`config.mk`:
```
export PLATFORM = sky130hd
export DESIGN_NAME = conv_window_buffer
export DESIGN_NICKNAME = d
export VERILOG_FILES = /design/src/rtl/conv_pkg.sv /design/src/rtl/line_fifo.sv /design/src/rtl/conv_window_buffer.sv
export SDC_FILE = /design/constraint.sdc
export NUM_CORES = 1
export LEC_CHECK = 0
export ABC_AREA = 1
export CORE_ASPECT_RATIO = 1.2
export CORE_MARGIN = 2
export CORE_UTILIZATION = 65
export CTS_CLUSTER_DIAMETER = 200
export DETAILED_ROUTE_END_ITERATION = 12
export PLACE_DENSITY = 0.9
export SLEW_MARGIN = 20
export SYNTH_ARGS = -nofsm -noshare
export SYNTH_HDL_FRONTEND = slang
export SYNTH_SLANG_ARGS = --single-unit
export TNS_END_PERCENT = 100
```
`constraint.sdc`:
```
create_clock -name clk -period 4.6 [get_ports clk]
set_clock_uncertainty 0.05 [all_clocks]
set_input_delay 0.46 -clock clk [delete_from_list [all_inputs] [get_ports clk]]
set_output_delay 0.46 -clock clk [all_outputs]
set_load 0.03 [all_outputs]
```
`src/rtl/conv_pkg.sv`:
```
// Shared constants, FSM encoding and window tap indices for the 3x3 window generator.
package conv_pkg;

    localparam int unsigned DATA_W = 6;
    localparam int unsigned K      = 3;

    typedef enum logic [1:0] {
        IDLE,
        FILL,
        RUN,
        DONE
    } win_state_t;

    // Row/column tap positions inside the window: 0 is oldest, K-1 is newest.
    localparam int unsigned TAP_OLD = 0;
    localparam int unsigned TAP_MID = 1;
    localparam int unsigned TAP_NEW = K - 1;

    function automatic int unsigned win_idx(input int unsigned r, input int unsigned c);
        return r * K + c;
    endfunction

endpackage

```
`src/rtl/line_fifo.sv`:
```
// Single-row circular buffer with external address; a same-cycle read returns the old entry.
module line_fifo #(
    parameter int unsigned DEPTH = 28,
    parameter int unsigned WIDTH = 6,
    localparam int unsigned AW   = $clog2(DEPTH)
) (
    input  logic             clk,
    input  logic             wr_en,
    input  logic [AW-1:0]    addr,
    input  logic [WIDTH-1:0] wr_data,
    output logic [WIDTH-1:0] rd_data
);

    logic [WIDTH-1:0] mem [DEPTH];

    assign rd_data = mem[addr];

    always_ff @(posedge clk) begin
        if (wr_en) begin
            mem[addr] <= wr_data;
        end
    end

endmodule

```
`src/rtl/conv_window_buffer.sv`:
```
// Streaming KxK sliding-window generator: raster pixels in, one packed window per
// qualifying pixel out, with per-frame row/column counters and a last-window pulse.
module conv_window_buffer #(
    parameter int unsigned DATA_W = conv_pkg::DATA_W,
    parameter int unsigned IMG_W  = 28,
    parameter int unsigned IMG_H  = 28,
    parameter int unsigned K      = conv_pkg::K,
    localparam int unsigned CW    = $clog2(IMG_W),
    localparam int unsigned RW    = $clog2(IMG_H)
) (
    input  logic                  clk,
    input  logic                  reset,
    input  logic                  clear,
    input  logic [DATA_W-1:0]     in_data,
    input  logic                  in_dv,
    output logic [K*K*DATA_W-1:0] win_data,
    output logic                  win_dv,
    output logic                  frame_done,
    output logic [RW-1:0]         row_cnt,
    output logic [CW-1:0]         col_cnt
);

    import conv_pkg::*;

    localparam logic [CW-1:0] COL_LAST = CW'(IMG_W - 1);
    localparam logic [RW-1:0] ROW_LAST = RW'(IMG_H - 1);
    localparam logic [CW-1:0] COL_MIN  = CW'(K - 1);
    localparam logic [RW-1:0] ROW_MIN  = RW'(K - 1);

    logic [CW-1:0] col_q;
    logic [RW-1:0] row_q;
    logic          win_dv_q;
    logic          frame_done_q;
    win_state_t    state_q, state_d;

    // Packed so that [r][c] lands at bit offset (r*K + c)*DATA_W.
    logic [K-1:0][K-1:0][DATA_W-1:0] win_q;

    logic [DATA_W-1:0] lb0_out;
    logic [DATA_W-1:0] lb1_out;

    logic accept;
    logic col_last;
    logic frame_last;
    logic win_ok;

    assign accept     = in_dv & ~clear;
    assign col_last   = (col_q == COL_LAST);
    assign frame_last = col_last & (row_q == ROW_LAST);
    assign win_ok     = (row_q >= ROW_MIN) & (col_q >= COL_MIN);

    // lb0 is fed from lb1's old entry, so it always lags one row behind lb1.
    line_fifo #(
        .DEPTH (IMG_W),
        .WIDTH (DATA_W)
    ) u_lb0 (
        .clk     (clk),
        .wr_en   (accept),
        .addr    (col_q),
        .wr_data (lb1_out),
        .rd_data (lb0_out)
    );

    line_fifo #(
        .DEPTH (IMG_W),
        .WIDTH (DATA_W)
    ) u_lb1 (
        .clk     (clk),
        .wr_en   (accept),
        .addr    (col_q),
        .wr_data (in_data),
        .rd_data (lb1_out)
    );

    always_comb begin
        state_d = state_q;
        unique case (state_q)
            IDLE: if (accept) state_d = FILL;
            FILL: if (accept && row_q == ROW_MIN && col_q == '0) state_d = RUN;
            RUN:  if (accept && frame_last) state_d = DONE;
            DONE: state_d = accept ? FILL : IDLE;
            default: state_d = IDLE;
        endcase
    end

    always_ff @(posedge clk or posedge reset) begin
        if (reset) begin
            col_q        <= '0;
            row_q        <= '0;
            win_q        <= '0;
            win_dv_q     <= 1'b0;
            frame_done_q <= 1'b0;
            state_q      <= IDLE;
        end else if (clear) begin
            col_q        <= '0;
            row_q        <= '0;
            win_q        <= '0;
            win_dv_q     <= 1'b0;
            frame_done_q <= 1'b0;
            state_q      <= IDLE;
        end else begin
            win_dv_q     <= accept & win_ok;
            frame_done_q <= accept & frame_last;
            state_q      <= state_d;
            if (accept) begin
                if (col_last) begin
                    col_q <= '0;
                    row_q <= (row_q == ROW_LAST) ? '0 : row_q + 1'b1;
                end else begin
                    col_q <= col_q + 1'b1;
                end
                for (int r = 0; r < K; r++) begin
                    for (int c = 0; c < K - 1; c++) begin
                        win_q[r][c] <= win_q[r][c+1];
                    end
                end
                win_q[TAP_OLD][TAP_NEW] <= lb0_out;
                win_q[TAP_MID][TAP_NEW] <= lb1_out;
                win_q[TAP_NEW][TAP_NEW] <= in_data;
            end
        end
    end

    assign win_data   = win_q;
    assign win_dv     = win_dv_q;
    assign frame_done = frame_done_q;
    assign row_cnt    = row_q;
    assign col_cnt    = col_q;

endmodule

```
# ---- Yosys cells after proc, flatten, opt, wreduce, memory -nomap -nowiden
# Memory sizes are Yosys's and may differ from the RTL's.
# Cells that the tools add are included.
dict set report op_classes {
  bitwise_logic 6
  n_div 0
  add_sub_neg 2
  n_lt_le_gt_ge 2
  eq_ne 2
  shift 0
  mux 13
  n_reduce_logical 3
  multipliers 0
}
# operator count
set ops {}
lappend ops {{2-to-1 mux 54 bit} 2}
lappend ops {{2-to-1 mux 5 bit} 7}
lappend ops {{adder 5 x 1 -> 5 bit, second input constant} 2}
lappend ops {{equality test 5 bit, second input constant} 2}
lappend ops {{>= comparator 5 x 2 -> 1 bit, second input constant} 2}
lappend ops {{AND 1 bit} 5}
lappend ops {{2-to-1 mux 1 bit} 4}
lappend ops {{nonzero test 2 bit} 2}
lappend ops {{AND reduction 2 bit} 1}
lappend ops {{NOT 1 bit} 1}
dict set report word_totals {
  output_inout_bits 66
  latchBits 0
  input_bits 10
  ff_bits 66
  ram_bits 336
  romBits 0
  word_cells 43
  n_memories 2
}
# name depth word_bits rd rd_ports_with_merged_regs wr line_no
set mem_list {}
lappend mem_list {u_lb0.mem 28 6 1 0 1 line_fifo.sv:14} ;# logic [WIDTH-1:0] mem [DEPTH];
lappend mem_list {u_lb1.mem 28 6 1 0 1 line_fifo.sv:14}

# ---- Longest topological paths before layout
dict set report logic_depth {
  depth_word 5
  mapped_depth 13
  depth_no_buf 10
}

# ---- By module
# A second synthesis with hierarchy kept.
dict set report hier_totals {
  hier_cells 1665
  hier_area_um2 16960.0
}
# module cells_each area_per_inst_um2 n_inst seq_area_each_um2
set modules_own_cells {}
lappend modules_own_cells {line_fifo 692 7071.8 2 5044.8}
lappend modules_own_cells {conv_window_buffer 281 2816.5 1 1651.6}

# ---- Least setup slack after synthesis
# Ideal clock, no wire load.
dict set report synth_timing {
  path_kind {register -> register}
  from {reg col_q[0], in the netlist col_cnt[0]}
  to {mem u_lb0.mem[10][0] (enable)}
  path_slack_ps 2123
  period_less_slack_ps 2477
  n_path_buf 3
  setup_time_ps 380
  path_stages_with_launch 8
  required_ps 4170
  t_arrival_ps 2047
  cell_sequence {dfrtp_1 > buf_2 > inv_2 > buf_2 > buf_2 > ha_1 > nand2_1 > nor2_1}
}
# item line_no
set synth_rtl {}
lappend synth_rtl {{start, declared} conv_window_buffer.sv:30} ;# logic [CW-1:0] col_q;
lappend synth_rtl {{start signal, assigned} conv_window_buffer.sv:110} ;# col_q <= col_q + 1'b1;
lappend synth_rtl {{end, declared} line_fifo.sv:14}
# No word-level cell before the write port.

# ---- Worst setup path in the final report
dict set report layout_timing {
  from {reg col_q[3], in the netlist col_cnt[3]}
  to {mem u_lb0.mem[12][5] (data pin)}
}
dict set report layout_via {
  elab_chain_cells 1
}
# item line_no
set layout_rtl {}
lappend layout_rtl {{memory (28 x 6 bit)} --}
lappend layout_rtl {{via lb1_out[5]} conv_window_buffer.sv:40} ;# logic [DATA_W-1:0] lb1_out;
# The timed path passes the listed nets, and every way through them passes these cells.

==> reports/summary.txt <==
Largest family of logic cells by synthesized area - simple AND/OR/NAND/NOR gates
R2R Path Start - col_cnt[3]
Clock latency on the worst-skew pair - 540 ps
Finished Layout Cells - 2,232
IO Port Bufs - 75
Worst-path fanout max - 29
Vias in the first global route - 13,800
Final antenna-violating net count - 0
Crit share post-route - 74.6%
Depth of the most critical reg-to-reg path - 8
Post-route cell area - 19,800 µm²
Final Hold Vio Count - 0
GRT Util Overall - 35.4%
DPL Wire Length - 28,000 µm
Internal power - 5860 µW
Compound-cell area share of the yosys netlist - 2.05%
DR WL/cell - 22.0 µm
Max_slew headroom - 24.1%
Top-count cell post-synth - nand2_1
Hold Buf Count CTS - 0
Status - finished clean
Max Clock Freq - 0.291 GHz
Postcts setup bufs - 0
Synth Area in Simple Gates - 20.1%
Part of the power in the clock network - 38.6%
RSZ-0062 raised after global routing - no
Layout cells sized above 1 - 6.27%
CP cell instances - nor2_1 -> inv_1 -> nor2_1 -> buf_4 -> nand2_1 -> nand2_1 -> nor2_1 -> nand2_1
Sw power - 1880 µW
Critical Path Start Type - flip-flop
Slowest CP cell - nor2_1
Routed WL - 49,000 µm
Die Y-Extent - 183 µm
Worst VDD drop - 0.400 mV
Root Driver - clkbuf_16
Cts repair resizes - 0
Pleak - 0.00889 µW
Reg-to-Reg End - u_lb0.mem[12][5]
Worst hold slack - 457 ps
HP Class - reg -> reg
First-pass GRT wire length - 75,600 µm
Crit. End Element - flip-flop
Cell area after synthesis - 17,400 µm²
Layout area overhead - 13.9%
Combinational share of power - 8.7%
Placed insts - 2,167
DR vias - 13,600
Mux share of post-synthesis cell area - 0%
Total congestion overflow - 0
Share of the synthesized area in the top cell type - 58.1%
Num ports - 76
Syn Nets - 1,791
Worst Min Path Start - win_data[0]
Slew @ Worst Pin - 1130 ps
Rows - 65
Syn_area_per_cell - 9.79 µm²
Sw Share - 24.3%
Worst Hold End - win_data[0]
Setup Slack @ Placement - 1380 ps
Adder-cell share of the synthesized area - 0.432%
Setup TNS - 0 ps
Cell count after synthesis - 1,775
Largest cells by area after synthesis - edfxtp_1 58%, nand2_1 14%, dfrtp_1 9.5%
Gp weighted congestion - 0.982
1st-iter DRT viols - 2,085
Vias/cell - 6.08
CP max stage delay - 700 ps
Placed inst area - 18,700 µm²
XOR/XNOR share of the synthesized area - 0.151%
DRC violations left - 0
Slew Limit Fails - 0
Synth area leader - edfxtp_1
Most used DFF post-synth - edfxtp_1
Post-synthesis sequential area ratio - 67.6%
CTS H-tree depth - 2
Number of synthesized register bits - 402
Critical Path RT - 4750 ps
Ys async rst share - 16.4%
MaxCap Viol Count - 0
TritonCTS clock tree - yes
Core Area - 26,300 µm²
Sequential power share - 52.7%
Distinct cells, synth - 27
CP Data Arrival Time - 3590 ps
Largest net degree at the start of global routing - 80
# setup viols final - 0
Die area - 28,100 µm²
CTS sink count - 402
Starting Density - 66.1%
Die width - 153 µm
FF-to-FF setup slack - 1170 ps
Worst Setup Slack, final - 1170 ps
WHS Path Cells - 2
Post-synth top cells - 634 x nand2_1, 354 x inv_1, 336 x edfxtp_1, 160 x nand3_1, 66 x dfrtp_1
CTS clk-pin slew, worst paths - 70 ps
Power Dens Cells - 391 nW/µm²
Worst-case clock buffer depth - 3
Number of synthesized flops with an enable pin - 336
# diodes - 0
First-pass DRT Iterations - 6
Initial antenna violation count - 0
TritonCTS Buffers - 38
Kind of critical path - reg -> reg
Synth warn - 0
Fin nets - 1,888
Minimum clock period - 3430 ps
stage by stage:
stage / util (%) / total power [µW]
6_report: 75.4 / 7740
3_5_place_dp: 71.0 / 4780
2_1_floorplan: - / 4530
4_1_cts: 75.4 / 7690
3_3_place_gp: 71.0 / 4760
5_1_grt: 75.4 / 7910
area by class of cell:
class | instances | area (µm²)
Clock buffer | 53 | 1080
Clock inverter | 12 | 70.1
Fill cell | 1457 | 6470
Inverter | 360 | 1350
Multi-Input combinational cell | 942 | 3960
Sequential cell | 402 | 11700
Tap cell | 335 | 419
Timing Repair Buffer | 128 | 1170
placed cells by master (no fill, tap or decap), drive strengths merged:
master         count
clkinv             9
dfrtp             66
nand3            160
clkinvlp           1
xor2               2
o21ai             40
nor2              62
nand2            635
inv              362
clkbuf            53
xnor2              1
a21oi             13
nand4              1
ha                 6
edfxtp           336
clkdlybuf4s50     74
nor3               8
buf               54
o22ai             11
o21bai             1
a311oi             1
a31oi              1
registers in the layout (all words and copies together) (netlist names):
register,count
u_lb1.mem,168
u_lb0.mem,168
frame_done,1
col_cnt,5
win_dv,1
win_data,54
row_cnt,5
worst max-delay path by stage:
| stage | startpoint | endpoint | slack [ps] |
|---|---|---|---|
| floorplan | col_cnt[0] | u_lb0.mem[10][0] | 2120 |
| global placement | col_cnt[0] | u_lb0.mem[6][3] | 1490 |
| detailed placement | col_cnt[0] | u_lb0.mem[14][3] | 1380 |
| CTS | col_cnt[0] | u_lb0.mem[22][0] | 1330 |
| global route | col_cnt[0] | win_data[30] | 1040 |
| finish | col_cnt[3] | u_lb0.mem[12][5] | 1170 |
worst max-delay path, delay by kind of cell, from the launching register on:
kind,cells,cell delay (ps)
simple gates,6,2080
buf+inv,2,440
flops,1,520
kinds of logic (layout without fill, tap and decap cells):
kind of cell,Yosys count,after routing
AOI/OAI and AO/OA,67,67
xor gates and xnor gates,3,3
adders and majority gates,6,6
buffers and inverters,431,553
DFF,402,402
and+or+nand+nor,866,866
power groups by stage:
stage	combinational (µW)	sequential (µW)	clock, µW
2_1_floorplan	349	4180	0
3_3_place_gp	604	4150	0
3_5_place_dp	629	4150	0
4_1_cts	651	4080	2960
5_1_grt	719	4080	3110
6_report	674	4080	2990
metal layers:
layer  track usage [%]  share of wire, %  vias to the layer above
met5                 0                 0                        -
li1                  -                 -                     5730
met2              58.2                48                     1210
met1              41.6                31                     6281
met4              24.2               8.5                        0
met3              8.29                12                      352
(Power assumes the default switching activity.)
